--- config.mk ---
export PLATFORM = sky130hd
export DESIGN_NAME = iob_native_rr_arbiter
export DESIGN_NICKNAME = d
export VERILOG_FILES = /design/src/rtl/iob_native_rr_arbiter_pkg.sv /design/src/rtl/iob_reg_cke.sv /design/src/rtl/iob_rr_priority_enc.sv /design/src/rtl/iob_native_rr_arbiter.sv
export SDC_FILE = /design/constraint.sdc
export NUM_CORES = 1
export LEC_CHECK = 0
export ABC_CLOCK_PERIOD_IN_PS = 1730
export CAP_MARGIN = 10
export CORE_AREA = 2 2 90 92
export CTS_CLUSTER_DIAMETER = 150
export DETAILED_ROUTE_END_ITERATION = 7
export DIE_AREA = 0 0 92 94
export PLACE_DENSITY = 0.69
export RECOVER_POWER = 25
export SLEW_MARGIN = 20
export SYNTH_ARGS = -nofsm -noshare
export SYNTH_HDL_FRONTEND = slang
export SYNTH_SLANG_ARGS = --single-unit
--- constraint.sdc ---
create_clock -name clk_i -period 1.73 [get_ports clk_i]
set_input_delay 0.519 -clock clk_i [delete_from_list [all_inputs] [get_ports clk_i]]
set_output_delay 0.519 -clock clk_i [all_outputs]
set_load 0.1 [all_outputs]
--- src/rtl/iob_native_rr_arbiter_pkg.sv ---
// Shared definitions for the IOb-native round-robin arbiter: FSM encoding and
// the IOb read predicate (a transfer with no write strobes is a read).
`ifndef IOB_IS_READ
`define IOB_IS_READ(wstrb) (~|(wstrb))
`endif

package iob_native_rr_arbiter_pkg;

  typedef enum logic [1:0] {
    IDLE     = 2'd0,
    GRANT    = 2'd1,
    WAIT_RSP = 2'd2
  } arb_state_t;

endpackage

--- src/rtl/iob_reg_cke.sv ---
// Async-reset register with clock enable; holds its value while cke_i is low.
module iob_reg_cke #(
  parameter int         W       = 1,
  parameter logic [W-1:0] RST_VAL = '0
) (
  input  logic         clk_i,
  input  logic         arst_i,
  input  logic         cke_i,
  input  logic [W-1:0] d_i,
  output logic [W-1:0] q_o
);

  always_ff @(posedge clk_i or posedge arst_i) begin
    if (arst_i) begin
      q_o <= RST_VAL;
    end else if (cke_i) begin
      q_o <= d_i;
    end
  end

endmodule

--- src/rtl/iob_rr_priority_enc.sv ---
// Combinational round-robin selector: returns the first set request at or
// after prio_i, searching upward and wrapping modulo N.
module iob_rr_priority_enc #(
  parameter int N     = 2,
  parameter int SEL_W = $clog2(N)
) (
  input  logic [N-1:0]     req_i,
  input  logic [SEL_W-1:0] prio_i,
  output logic [SEL_W-1:0] idx_o,
  output logic             any_o
);

  logic [SEL_W-1:0] cand [N];
  logic [N-1:0]     hit;

  // cand[gi] is the master index gi positions after the pointer
  genvar gi;
  generate
    for (gi = 0; gi < N; gi++) begin : g_cand
      logic [SEL_W:0] sum;
      assign sum      = {1'b0, prio_i} + (SEL_W+1)'(gi);
      assign cand[gi] = (sum >= (SEL_W+1)'(N)) ? SEL_W'(sum - (SEL_W+1)'(N)) : SEL_W'(sum);
      assign hit[gi]  = req_i[cand[gi]];
    end
  endgenerate

  always_comb begin
    idx_o = '0;
    for (int i = N - 1; i >= 0; i--) begin
      if (hit[i]) begin
        idx_o = cand[i];
      end
    end
  end

  assign any_o = |req_i;

endmodule

--- src/rtl/iob_native_rr_arbiter.sv ---
// Round-robin arbiter sharing one IOb-native slave between N masters, with a
// single outstanding read whose response is routed back to its issuer.
module iob_native_rr_arbiter
  import iob_native_rr_arbiter_pkg::*;
#(
  parameter int  N_MASTERS = 2,
  parameter int  ADDR_W    = 16,
  parameter int  DATA_W    = 32,
  localparam int SEL_W     = $clog2(N_MASTERS),
  localparam int STRB_W    = DATA_W / 8
) (
  input  logic                          clk_i,
  input  logic                          cke_i,
  input  logic                          arst_i,
  input  logic [N_MASTERS-1:0]          m_avalid_i,
  input  logic [N_MASTERS*ADDR_W-1:0]   m_addr_i,
  input  logic [N_MASTERS*DATA_W-1:0]   m_wdata_i,
  input  logic [N_MASTERS*STRB_W-1:0]   m_wstrb_i,
  output logic [N_MASTERS-1:0]          m_ready_o,
  output logic [N_MASTERS-1:0]          m_rvalid_o,
  output logic [DATA_W-1:0]             m_rdata_o,
  output logic                          s_avalid_o,
  output logic [ADDR_W-1:0]             s_addr_o,
  output logic [DATA_W-1:0]             s_wdata_o,
  output logic [STRB_W-1:0]             s_wstrb_o,
  input  logic                          s_ready_i,
  input  logic                          s_rvalid_i,
  input  logic [DATA_W-1:0]             s_rdata_i,
  output logic [SEL_W-1:0]              owner_o,
  output logic                          busy_o
);

  logic [1:0]       state_q;
  arb_state_t       state_reg, state_next;
  logic [SEL_W-1:0] owner_reg, owner_next;
  logic [SEL_W-1:0] prio_reg, prio_next;
  logic [SEL_W-1:0] owner_inc;
  logic [SEL_W-1:0] sel_idx;
  logic             sel_any;

  logic [ADDR_W-1:0] m_addr_arr  [N_MASTERS];
  logic [DATA_W-1:0] m_wdata_arr [N_MASTERS];
  logic [STRB_W-1:0] m_wstrb_arr [N_MASTERS];

  genvar gi;
  generate
    for (gi = 0; gi < N_MASTERS; gi++) begin : g_unpack
      assign m_addr_arr[gi]  = m_addr_i[gi*ADDR_W +: ADDR_W];
      assign m_wdata_arr[gi] = m_wdata_i[gi*DATA_W +: DATA_W];
      assign m_wstrb_arr[gi] = m_wstrb_i[gi*STRB_W +: STRB_W];
    end
  endgenerate

  iob_rr_priority_enc #(
    .N     (N_MASTERS),
    .SEL_W (SEL_W)
  ) u_prio_enc (
    .req_i  (m_avalid_i),
    .prio_i (prio_reg),
    .idx_o  (sel_idx),
    .any_o  (sel_any)
  );

  iob_reg_cke #(.W(2), .RST_VAL(IDLE)) u_state_reg (
    .clk_i  (clk_i),
    .arst_i (arst_i),
    .cke_i  (cke_i),
    .d_i    (state_next),
    .q_o    (state_q)
  );

  iob_reg_cke #(.W(SEL_W), .RST_VAL('0)) u_owner_reg (
    .clk_i  (clk_i),
    .arst_i (arst_i),
    .cke_i  (cke_i),
    .d_i    (owner_next),
    .q_o    (owner_reg)
  );

  iob_reg_cke #(.W(SEL_W), .RST_VAL('0)) u_prio_reg (
    .clk_i  (clk_i),
    .arst_i (arst_i),
    .cke_i  (cke_i),
    .d_i    (prio_next),
    .q_o    (prio_reg)
  );

  assign state_reg = arb_state_t'(state_q);
  assign owner_inc = (owner_reg == SEL_W'(N_MASTERS - 1)) ? '0 : owner_reg + 1'b1;

  always_comb begin
    state_next = state_reg;
    owner_next = owner_reg;
    prio_next  = prio_reg;
    m_ready_o  = '0;
    m_rvalid_o = '0;
    s_avalid_o = 1'b0;
    s_addr_o   = '0;
    s_wdata_o  = '0;
    s_wstrb_o  = '0;

    case (state_reg)
      IDLE: begin
        if (sel_any) begin
          owner_next = sel_idx;
          state_next = GRANT;
        end
      end

      GRANT: begin
        s_avalid_o           = m_avalid_i[owner_reg];
        s_addr_o             = m_addr_arr[owner_reg];
        s_wdata_o            = m_wdata_arr[owner_reg];
        s_wstrb_o            = m_wstrb_arr[owner_reg];
        m_ready_o[owner_reg] = s_ready_i;
        // An owner that withdraws its request loses the grant without
        // advancing the pointer, so it is not penalised in the rotation.
        if (!m_avalid_i[owner_reg]) begin
          state_next = IDLE;
        end else if (s_ready_i) begin
          if (`IOB_IS_READ(m_wstrb_arr[owner_reg])) begin
            state_next = WAIT_RSP;
          end else begin
            state_next = IDLE;
            prio_next  = owner_inc;
          end
        end
      end

      WAIT_RSP: begin
        if (s_rvalid_i) begin
          m_rvalid_o[owner_reg] = 1'b1;
          state_next            = IDLE;
          prio_next             = owner_inc;
        end
      end

      default: begin
        state_next = IDLE;
      end
    endcase
  end

  assign m_rdata_o = s_rdata_i;
  assign owner_o   = owner_reg;
  assign busy_o    = (state_reg != IDLE);

endmodule

* After elaboration in Yosys (flattened, before gate mapping)
Index checks and enable logic that the tools add are counted.
** Storage, ports and cells
- Logic and storage cells :: 73
- Flip-flop bits (word level) :: 4
** Operators by class
- Bitwise gates (word level) :: 2
- Equal/unequal tests :: 8
- Magnitude comparators :: 7
- Multiplexer cells :: 40
- Reductions and logical operators :: 9
- $add $sub $neg :: 4
** Operators by type and width (number)
- $mux W32 :: 4
- $mux W16 :: 4
- $mux W1 :: 17
- $mux W2 :: 8
- $mux W4 :: 4
- $ne A2 B2 Y1 const B :: 5
- $lt A1 B2 Y1 const B :: 3
- $pmux W2 S3 :: 1
- $reduce_and A6 Y1 :: 1
- $ge A2 B2 Y1 const B :: 2
- $reduce_and A4 Y1 :: 1
- $reduce_bool A2 Y1 :: 2
- $reduce_or A4 Y1 :: 1
- $ne A3 B3 Y1 const B :: 1
- $reduce_and A3 Y1 :: 1
- $add A1 B1 Y2 const B :: 1
- $and A2 B2 Y2 :: 1
- $eq A2 B1 Y1 const B :: 1
- $eq A2 B2 Y1 const B :: 1
- $ge A1 B2 Y1 const B :: 1
- $logic_not A2 Y1 :: 1
- $not A1 Y2 :: 1
- $pmux W1 S2 :: 1
- $reduce_or A2 Y1 :: 1
- 5 further kinds :: 6

* Logic depth before layout (Yosys ltp)
Gate-level depths: netlist of run 1.
- Depth in word-level cells :: 9
- Gate-level depth with buffers :: 5
- Gate-level depth less buffers :: 4

* By module
Synthesis of run 1 repeated with hierarchy kept, for this count alone.
** Unflattened totals
- Cells, all modules :: 199
- Area total of the unflattened synthesis :: 1609.0 µm²
** Modules (own cells, without submodules)
- iob_native_rr_arbiter :: area each 1427.6 µm², cells each 185, instances 1
- iob_reg_cke (u_owner_reg ...) :: area each 43.8 µm², cells each 3, instances 2
- iob_reg_cke (u_state_reg) :: area each 76.3 µm², cells each 5, instances 1
- iob_rr_priority_enc :: area each 17.5 µm², cells each 3, instances 1

* Worst setup path before layout of run 1
No wires, ideal clock.
- Path type :: register -> output
- Start point :: register u_owner_reg.q_o
- End point :: output m_ready_o[1]
- Stages on the path, launching flop included :: 5
- Setup slack :: -2.302 ns
- Data required time :: 1.211 ns
- Arrival time :: 3.513 ns
- Path buffers :: 2
- Path through :: dfrtp_1 buf_6 buf_2 inv_1 nor3_1
** On the way
- Word-level cells in the longest chain between the ends :: 6
** RTL lines
- start: declaration :: line iob_reg_cke.sv:10 : output logic [W-1:0] q_o
- start signal: assignment :: line iob_reg_cke.sv:17 : q_o <= d_i;
- $lt A1 B2 Y1 (not written as such) or $ge A1 B1 Y1 (tied branches) :: line iob_native_rr_arbiter.sv:115 : m_ready_o[owner_reg] = s_ready_i;
- $logic_and A1 B1 Y1 (not written as such) :: line iob_native_rr_arbiter.sv:115
- $mux W1 (not written as such) :: line iob_native_rr_arbiter.sv:115
- $demux W1 S1 * :: line iob_native_rr_arbiter.sv:115
- $and A2 B2 Y2 (no line) *
- $mux W2 * :: line iob_native_rr_arbiter.sv:102 : case (state_reg)
- end: declaration :: line iob_native_rr_arbiter.sv:19 : output logic [N_MASTERS-1:0] m_ready_o,
Every way passes the cells marked *; elsewhere a longest branch is shown, timed or not.

* Worst setup path in the final report of run 1
- Start point :: register u_owner_reg.q_o
- End point :: output s_addr_o[1]
** On the way
- Word-level cells in the longest chain between the ends :: 5
** RTL lines
- $not A1 Y2 :: line iob_native_rr_arbiter.sv:112 : s_addr_o = m_addr_arr[owner_reg];
- $mux W16 (not written as such) (3 in a row) :: line iob_native_rr_arbiter.sv:112
- $mux W16 :: line iob_native_rr_arbiter.sv:102
- end: declaration :: line iob_native_rr_arbiter.sv:23 : output logic [ADDR_W-1:0] s_addr_o,
Every way passes these cells. The select of a mux whose other input is x is not followed.

==> results of run 1 <==
[metal layers]
metal  share of wire  track usage  routed length (µm)  vias up
met5               0            0                   0        -
met2            0.55       0.3303                4049      127
met4          0.0099      0.03358                  73        0
met3           0.093      0.04655                 691       10
li1                -            -                   -      934
met1            0.35       0.1705                2578      889
[power groups by stage]
stage	Clock (W)	Sequential (W)	Combinational (W)
global placement	0	0.000229	0.00689
global route	0.000223	0.000174	0.00812
CTS	0.000217	0.000166	0.00774
floorplan	0	0.000242	0.00482
detailed placement	0	0.000224	0.00694
finish	0.000214	0.000168	0.00787
[cell families (layout without fill, tap and decap cells)]
kind of cell           Yosys count  after routing  synth area share
muxes                           54             54            0.4102
and+or+nand+nor                 69             69            0.2060
buffers and inverters           49            216            0.2512
DFF                              4              4           0.07526
AOI/OAI and AO/OA               10             10           0.05738
[state kept, by name, indices dropped and copies added (netlist names)]
signal	count
u_state_reg.q_o	2
u_owner_reg.q_o	1
u_prio_reg.q_o	1
[critical path, delay by kind of cell, from the launching register on]
family | cells | cell delay [ns]
flops | 1 | 0.50
buf+inv | 3 | 0.47
mux | 1 | 0.19
simple gates | 1 | 0.13
[through the flow]
stage               setup slack [ns]  power, W  hold slack [ns]  cell area (µm²)  utilization
detailed placement           -0.3831  0.007165           0.5209             4160       0.5469
floorplan                    -0.5262  0.005057           0.2851             1822            -
CTS                          -0.2869  0.008118           0.4944             4554       0.5987
finish                       -0.3045  0.008254           0.5286             4661       0.6127
global placement             -0.3602  0.007114           0.5183             4160       0.5469
global route                 -0.3411  0.008517           0.5397             4661       0.6127
[path summary, 6_finish.rpt]
kind / to / slack [ns]
setup / recovery: s_addr_o[1] / -0.30
hold / removal: u_prio_reg.q_o$_DFFE_PP0P_ / 0.53
setup reg to reg: u_prio_reg.q_o$_DFFE_PP0P_ / -0.10
hold reg to reg: u_prio_reg.q_o$_DFFE_PP0P_ / 0.53
max in group asynchronous: u_owner_reg.q_o$_DFFE_PP0P_ / 0.94
min in group asynchronous: u_owner_reg.q_o$_DFFE_PP0P_ / 0.63
[area by class of cell]
class	count	area, µm²	share of cell area
clock buffers	4	45.04	0.009664
inverters	4	22.52	0.004832
multi-input cells	133	1629	0.3495
flip-flops and latches	4	103.9	0.02228
well taps	102	127.6	0.02738
repair buffers	208	2733	0.5863
[Yosys cell counts]
master | instances | area share
nor3_1 | 6 | 0.023
inv_1 | 4 | 0.011
or2_2 | 1 | 0.0047
o41ai_1 | 1 | 0.0066
nor4_1 | 1 | 0.0047
a22oi_1 | 1 | 0.0056
dfrtp_1 | 4 | 0.075
nand2_1 | 5 | 0.014
mux2i_1 | 53 | 0.40
a221oi_2 | 1 | 0.011
o211ai_2 | 1 | 0.0094
nand2b_1 | 1 | 0.0047
buf_6 | 1 | 0.0085
o21ai_0 | 3 | 0.011
mux2_4 | 1 | 0.011
nor2_1 | 55 | 0.16
buf_2 | 9 | 0.034
o22ai_1 | 1 | 0.0047
a21oi_1 | 1 | 0.0038
a31oi_1 | 1 | 0.0047
buf_4 | 35 | 0.20
[timing repair]
item / 4_1_cts / 5_1_grt
pin swaps: 24 / 11
setup endpoints to repair: 59 / 60
buffers inserted: 8 / 5
gates cloned: 1 / 1
gates resized for setup: 80 / 12
hold endpoints to repair: 0 / 0
==> results.py, run 1 <==
metrics = {
    "sta": {
        "period_share": 1.176,
        "setup_viol": 58,
        "finalHoldViolations": 0,
        "rsz0062_at_grt": "true",
        "max_freq_ghz": 0.4915,
        "slew_violations": 0,
        "relSlewSlack": 0.7945,
        "setup_ws_ns": -0.3045,
        "finClkSkew_ns": 0.004456,
        "worstMarginPinSlew_ns": 0.3054,
        "finalCriticalPeriod_ns": 2.034,
        "tns_ns": -15.31,
    },
    "die": {
        "die_area_um2": 8648,
        "chipHeight_um": 94,
        "core_um2": 7607,
        "fp.dieW_um": 92,
        "start_util": 0.1748,
        "rows": 32,
        "io_pins": 234,
    },
    "synthesis": {
        "synth-seq-cells": 4,
        "synth_area_per_cell_um2": 7.151,
        "synth_nets": 329,
        "synth.distinct_cells": 21,
        "yosysSeqAreaShare": 0.07526,
        "syn_inst": 186,
        "syn_area_um2": 1330,
        "yosysWarnings": 0,
    },
    "critical_path": {
        "max_stage_delay_ns": 0.50,
        "slowest_stage": "dfrtp_4",
        "crit_path_frequent_cell": "buf_12",
        "worst_setup_path_start_kind": "flip-flop",
        "worst_ep_arrival_time_ns": 1.52,
        "crit_type": "reg2out",
        "crit_path_end_kind": "primary output",
        "cp_cell_sequence": "buf_6, buf_12, mux2i_4, nor2_4, buf_12",
        "crit_start": "u_owner_reg.q_o$_DFFE_PP0P_",
        "ff2ff_path_depth": 7,
        "worstPathMaxFanout": 7,
        "crit_required_ns": 1.21,
        "worstReg2RegStart": "u_owner_reg.q_o$_DFFE_PP0P_",
    },
    "clock_tree": {
        "cts_hold_buffers": 0,
        "h-tree-depth": 1,
        "cts_sinks": 4,
        "clk_path_buf_depth": 2,
        "clk_pin_slew_ns": 0.04,
        "cts_tree": "built",
        "cts_root_buf": "clkbuf_8",
        "insertion_delay_ns": 0.22,
        "cts_buffers": 3,
    },
    "route": {
        "routed_wl_mm": 7.393,
        "avgViaCountPerCell": 4.308,
        "drtIter0Drc": 26,
        "drc": 0,
        "vias": 1960,
        "first_pass_iters": 4,
        "ant_nets": 0,
        "wl_per_cell_um": 16.25,
    },
    "pwr": {
        "seq_power_share": 0.020,
        "switching_power_w": 0.004686,
        "pwr-share-clk": 0.026,
        "switching_share": 0.5677,
        "p_per_area_nw_per_um2": 1771,
        "power.internal_w": 0.003569,
        "vdd_drop_max_uv": 1183,
        "pwr-share-comb": 0.954,
        "power.leakage_nw": 1.743,
    },
    "grt": {
        "grt-ovfl-total": 0,
        "antenna_found_initial": 0,
        "grt_usage": 0.1653,
        "grt_max_degree": 20,
        "grt_pass1_wl_mm": 11.38,
        "grt_pass1_vias": 2212,
    },
    "worst_hold_path": {
        "worstHoldPathType": "reg2reg",
        "min_from": "u_prio_reg.q_o$_DFFE_PP0P_",
        "holdPathStages": 1,
    },
    "run_status": {
        "status": "complete, but fails checks",
        "violations": "setup timing",
    },
    "cells_and_area": {
        "nets": 497,
        "layout.cells.non_filler": 455,
        "area_delta_synth_final_pct": 250.4,
        "final_common_cell": "clkdlybuf4s50_1",
        "num-fill-cells": 593,
        "diodes": 0,
        "mostFrequentLayoutCells": "clkdlybuf4s50_1, buf_12, nor2_4",
        "drive_gt1_frac": 0.6261,
    },
    "place": {
        "hpwlAfterDp_mm": 5.759,
        "io_buffer_count": 169,
        "dp_cells": 439,
        "gp_congestion": 0.7465,
    },
    "flow_run": {
        "maxCapViolations": 0,
    },
}
No activity file was read; power rests on OpenSTA's default activity.
==> run 2, diff against run 1 <==
--- a/config.mk
+++ b/config.mk
@@ -7,11 +7,11 @@
 export LEC_CHECK = 0
 export ABC_CLOCK_PERIOD_IN_PS = 1730
 export CAP_MARGIN = 10
-export CORE_AREA = 2 2 90 92
+export CORE_AREA = 3 3 89 91
 export CTS_CLUSTER_DIAMETER = 150
 export DETAILED_ROUTE_END_ITERATION = 7
 export DIE_AREA = 0 0 92 94
-export PLACE_DENSITY = 0.69
+export PLACE_DENSITY = 0.72
 export RECOVER_POWER = 25
 export SLEW_MARGIN = 20
 export SYNTH_ARGS = -nofsm -noshare
==> run 2 against run 1 <==
- the flow still finishes with violations (setup timing)
- combinational power grew 2%
- critical path depth is the same
- first-iteration DRC count up 42%
- sequential share of layout area down 0.066 points
- total power up 2.3%
- register-to-register slack hardly changed
- global-route usage up 0.81 points
- clock power is essentially flat
- setup slack worse by 0.036 ns
- utilization up 5.3 points
- sequential power barely moved
- critical endpoint is now s_addr_o[9]
- largest cell class unchanged
- largest power group unchanged
==> results.py, run 2 (synthesis gave the netlist of run 1 again) <==
metrics = {
    "die": {
        "fp.dieW_um": 92,
        "rows": 31,
        "core_um2": 7214,
        "die_area_um2": 8648,
        "io_pins": 234,
        "chipHeight_um": 94,
        "start_util": 0.1844,
    },
    "sta": {
        "relSlewSlack": 0.7804,
        "finalHoldViolations": 0,
        "setup_viol": 58,
        "period_share": 1.197,
        "slew_violations": 0,
        "finalCriticalPeriod_ns": 2.070,
        "rsz0062_at_grt": "true",
        "hold_slack_ns": 0.5371,
        "max_freq_ghz": 0.4830,
        "setup_ws_ns": -0.3404,
        "finClkSkew_ns": 0.001255,
        "worstMarginPinSlew_ns": 0.3252,
    },
    "route": {
        "ant_nets": 0,
        "first_pass_iters": 4,
        "wl_per_cell_um": 17.11,
        "avgViaCountPerCell": 4.477,
        "routed_wl_mm": 7.820,
        "drtIter0Drc": 37,
        "vias": 2046,
        "drc": 0,
    },
    "pwr": {
        "vdd_drop_max_uv": 991.1,
        "power_w": 0.008442,
        "p_per_area_nw_per_um2": 1758,
        "switching_power_w": 0.004736,
        "power.internal_w": 0.003705,
        "pwr-share-clk": 0.025,
        "seq_power_share": 0.020,
        "pwr-share-comb": 0.955,
        "power.leakage_nw": 1.833,
        "switching_share": 0.5611,
    },
    "grt": {
        "grt-ovfl-total": 0,
        "busiest_layer": "met2",
        "antenna_found_initial": 0,
        "use_met1": 0.1890,
        "use_met3": 0.04728,
        "grt_usage": 0.1735,
        "grt_pass1_vias": 2219,
        "met2_usage": 0.3297,
        "grt_pass1_wl_mm": 12.00,
        "grt_max_degree": 15,
    },
    "clock_tree": {
        "clk_pin_slew_ns": 0.03,
        "cts_buffers": 3,
        "h-tree-depth": 1,
        "cts_tree": "built",
        "insertion_delay_ns": 0.22,
        "cts_sinks": 4,
        "clk_path_buf_depth": 2,
        "cts_root_buf": "clkbuf_8",
    },
    "run_status": {
        "violations": "setup timing",
        "status": "complete, but fails checks",
    },
    "place": {
        "gp_congestion": 0.7502,
        "dp_cells": 440,
        "io_buffer_count": 169,
        "hpwlAfterDp_mm": 6.083,
        "dp_slack_ns": -0.3877,
    },
    "cells_and_area": {
        "final-seq-area_um2": 103.9,
        "num-fill-cells": 512,
        "diodes": 0,
        "final_common_cell": "clkdlybuf4s50_1",
        "area_delta_synth_final_pct": 261.1,
        "mostFrequentLayoutCells": "clkdlybuf4s50_1, buf_12, nor2_4",
        "multi_input_area_um2": 1685,
        "layout.cells.non_filler": 457,
        "largest_reg_flops": 2,
        "fin_util": 0.6656,
        "top_register": "u_state_reg.q_o",
        "drive_gt1_frac": 0.6285,
        "nets": 502,
        "top_regs": "u_state_reg.q_o x2, u_owner_reg.q_o x1, u_prio_reg.q_o x1",
    },
    "critical_path": {
        "worst_setup_path_start_kind": "flip-flop",
        "crit_required_ns": 1.21,
        "regToRegEndpoint": "u_prio_reg.q_o$_DFFE_PP0P_",
        "slowest_stage": "dfrtp_4",
        "worstPathMaxFanout": 10,
        "ff2ff_path_depth": 7,
        "critical-path-top-delay-family": "flip-flops",
        "worst_ep_arrival_time_ns": 1.55,
        "crit_path_frequent_cell": "buf_12",
        "max_stage_delay_ns": 0.50,
        "rrSetupSlack_ns": -0.09,
        "cp.depth": 5,
        "crit_path_end_kind": "primary output",
        "cp_cell_sequence": "buf_6, buf_12, mux2i_4, nor2_4, buf_12",
        "worst-path-buf-inv": 3,
        "worstReg2RegStart": "u_owner_reg.q_o$_DFFE_PP0P_",
        "crit_type": "reg2out",
    },
    "worst_hold_path": {
        "min_from": "u_prio_reg.q_o$_DFFE_PP0P_",
        "worstHoldPathType": "reg2reg",
        "whs_endpoint": "u_prio_reg.q_o$_DFFE_PP0P_",
        "holdPathStages": 1,
    },
    "flow_run": {
        "maxCapViolations": 0,
    },
}
## run 2: changes by cell type in the layout (fill, tap and decap cells not counted), moves of 3 or more
cell / change
buf_12: +5
buf_4: +4
buf_8: -3
clkdlybuf4s50_1: -5
dlymetal6s2s_1: +5
mux2i_2: -8
mux2i_4: +7
## run 2: how the worst max path moves through the flow
stage / startpoint / endpoint / slack [ns]
after global placement: s_rvalid_i / m_rvalid_o[1] / -0.36
final: u_owner_reg.q_o$_DFFE_PP0P_ / s_addr_o[9] / -0.34
after global routing: u_owner_reg.q_o$_DFFE_PP0P_ / s_addr_o[9] / -0.38
after CTS: u_owner_reg.q_o$_DFFE_PP0P_ / s_avalid_o / -0.35
after floorplan: u_owner_reg.q_o$_DFFE_PP0P_ / s_addr_o[0] / -0.53
after detailed placement: m_wstrb_i[6] / u_prio_reg.q_o$_DFFE_PP0P_ / -0.39
## run 2: repair_timing
item                                    CTS  global route
endpoints found under the setup margin   60            60
cloned                                    3             0
setup buffers                            15             4
hold buffers                              0             0
gates resized for setup                  83            20
pin swaps                                21            10
## run 2: per-stage QoR
stage / setup TNS [ns] / area (µm²)
2_1_floorplan: -26.69 / 1822
3_3_place_gp: -11.84 / 4199
3_5_place_dp: -13.00 / 4199
4_1_cts: -16.63 / 4731
5_1_grt: -18.93 / 4802
6_report: -16.00 / 4802
## run 2: power by group through the flow
stage | logic [W] | registers (W) | clock network, W
2_1_floorplan | 0.00482 | 0.000242 | 0
3_3_place_gp | 0.00695 | 0.000205 | 0
3_5_place_dp | 0.00701 | 0.000206 | 0
4_1_cts | 0.00805 | 0.000169 | 0.000216
5_1_grt | 0.00829 | 0.000176 | 0.000231
6_report | 0.00806 | 0.000169 | 0.000214
## run 2: area by class of cell
cell class	count	share of cell area
Timing Repair Buffer	213	0.5875
Multi-Input combinational cell	133	0.3510
Clock buffer	4	0.009380
Tap cell	99	0.02579
Sequential cell	4	0.02163
Inverter	4	0.004690
## run 2: metal layers
layer | part of all wire | routed length [µm]
met2 | 0.54 | 4256
met1 | 0.35 | 2721
met4 | 0.015 | 121
met5 | 0 | 0
met3 | 0.092 | 720
## run 2: worst reg2reg max path, cell delays in order, from the launching register on
cell      delay (ns)
dfrtp_4         0.50
buf_4           0.15
buf_12          0.14
buf_12          0.13
nor3_4          0.18
a221oi_4        0.10
o211ai_2        0.19
mux2_4          0.31
==> run 3, diff against run 2 <==
--- a/config.mk
+++ b/config.mk
@@ -11,6 +11,7 @@
 export CTS_CLUSTER_DIAMETER = 150
 export DETAILED_ROUTE_END_ITERATION = 7
 export DIE_AREA = 0 0 92 94
+export GPL_ROUTABILITY_DRIVEN = 0
 export PLACE_DENSITY = 0.72
 export RECOVER_POWER = 25
 export SLEW_MARGIN = 20
==> results of run 3 <==
Same layout as run 2: the final DEF is identical, and so are final timing and power.
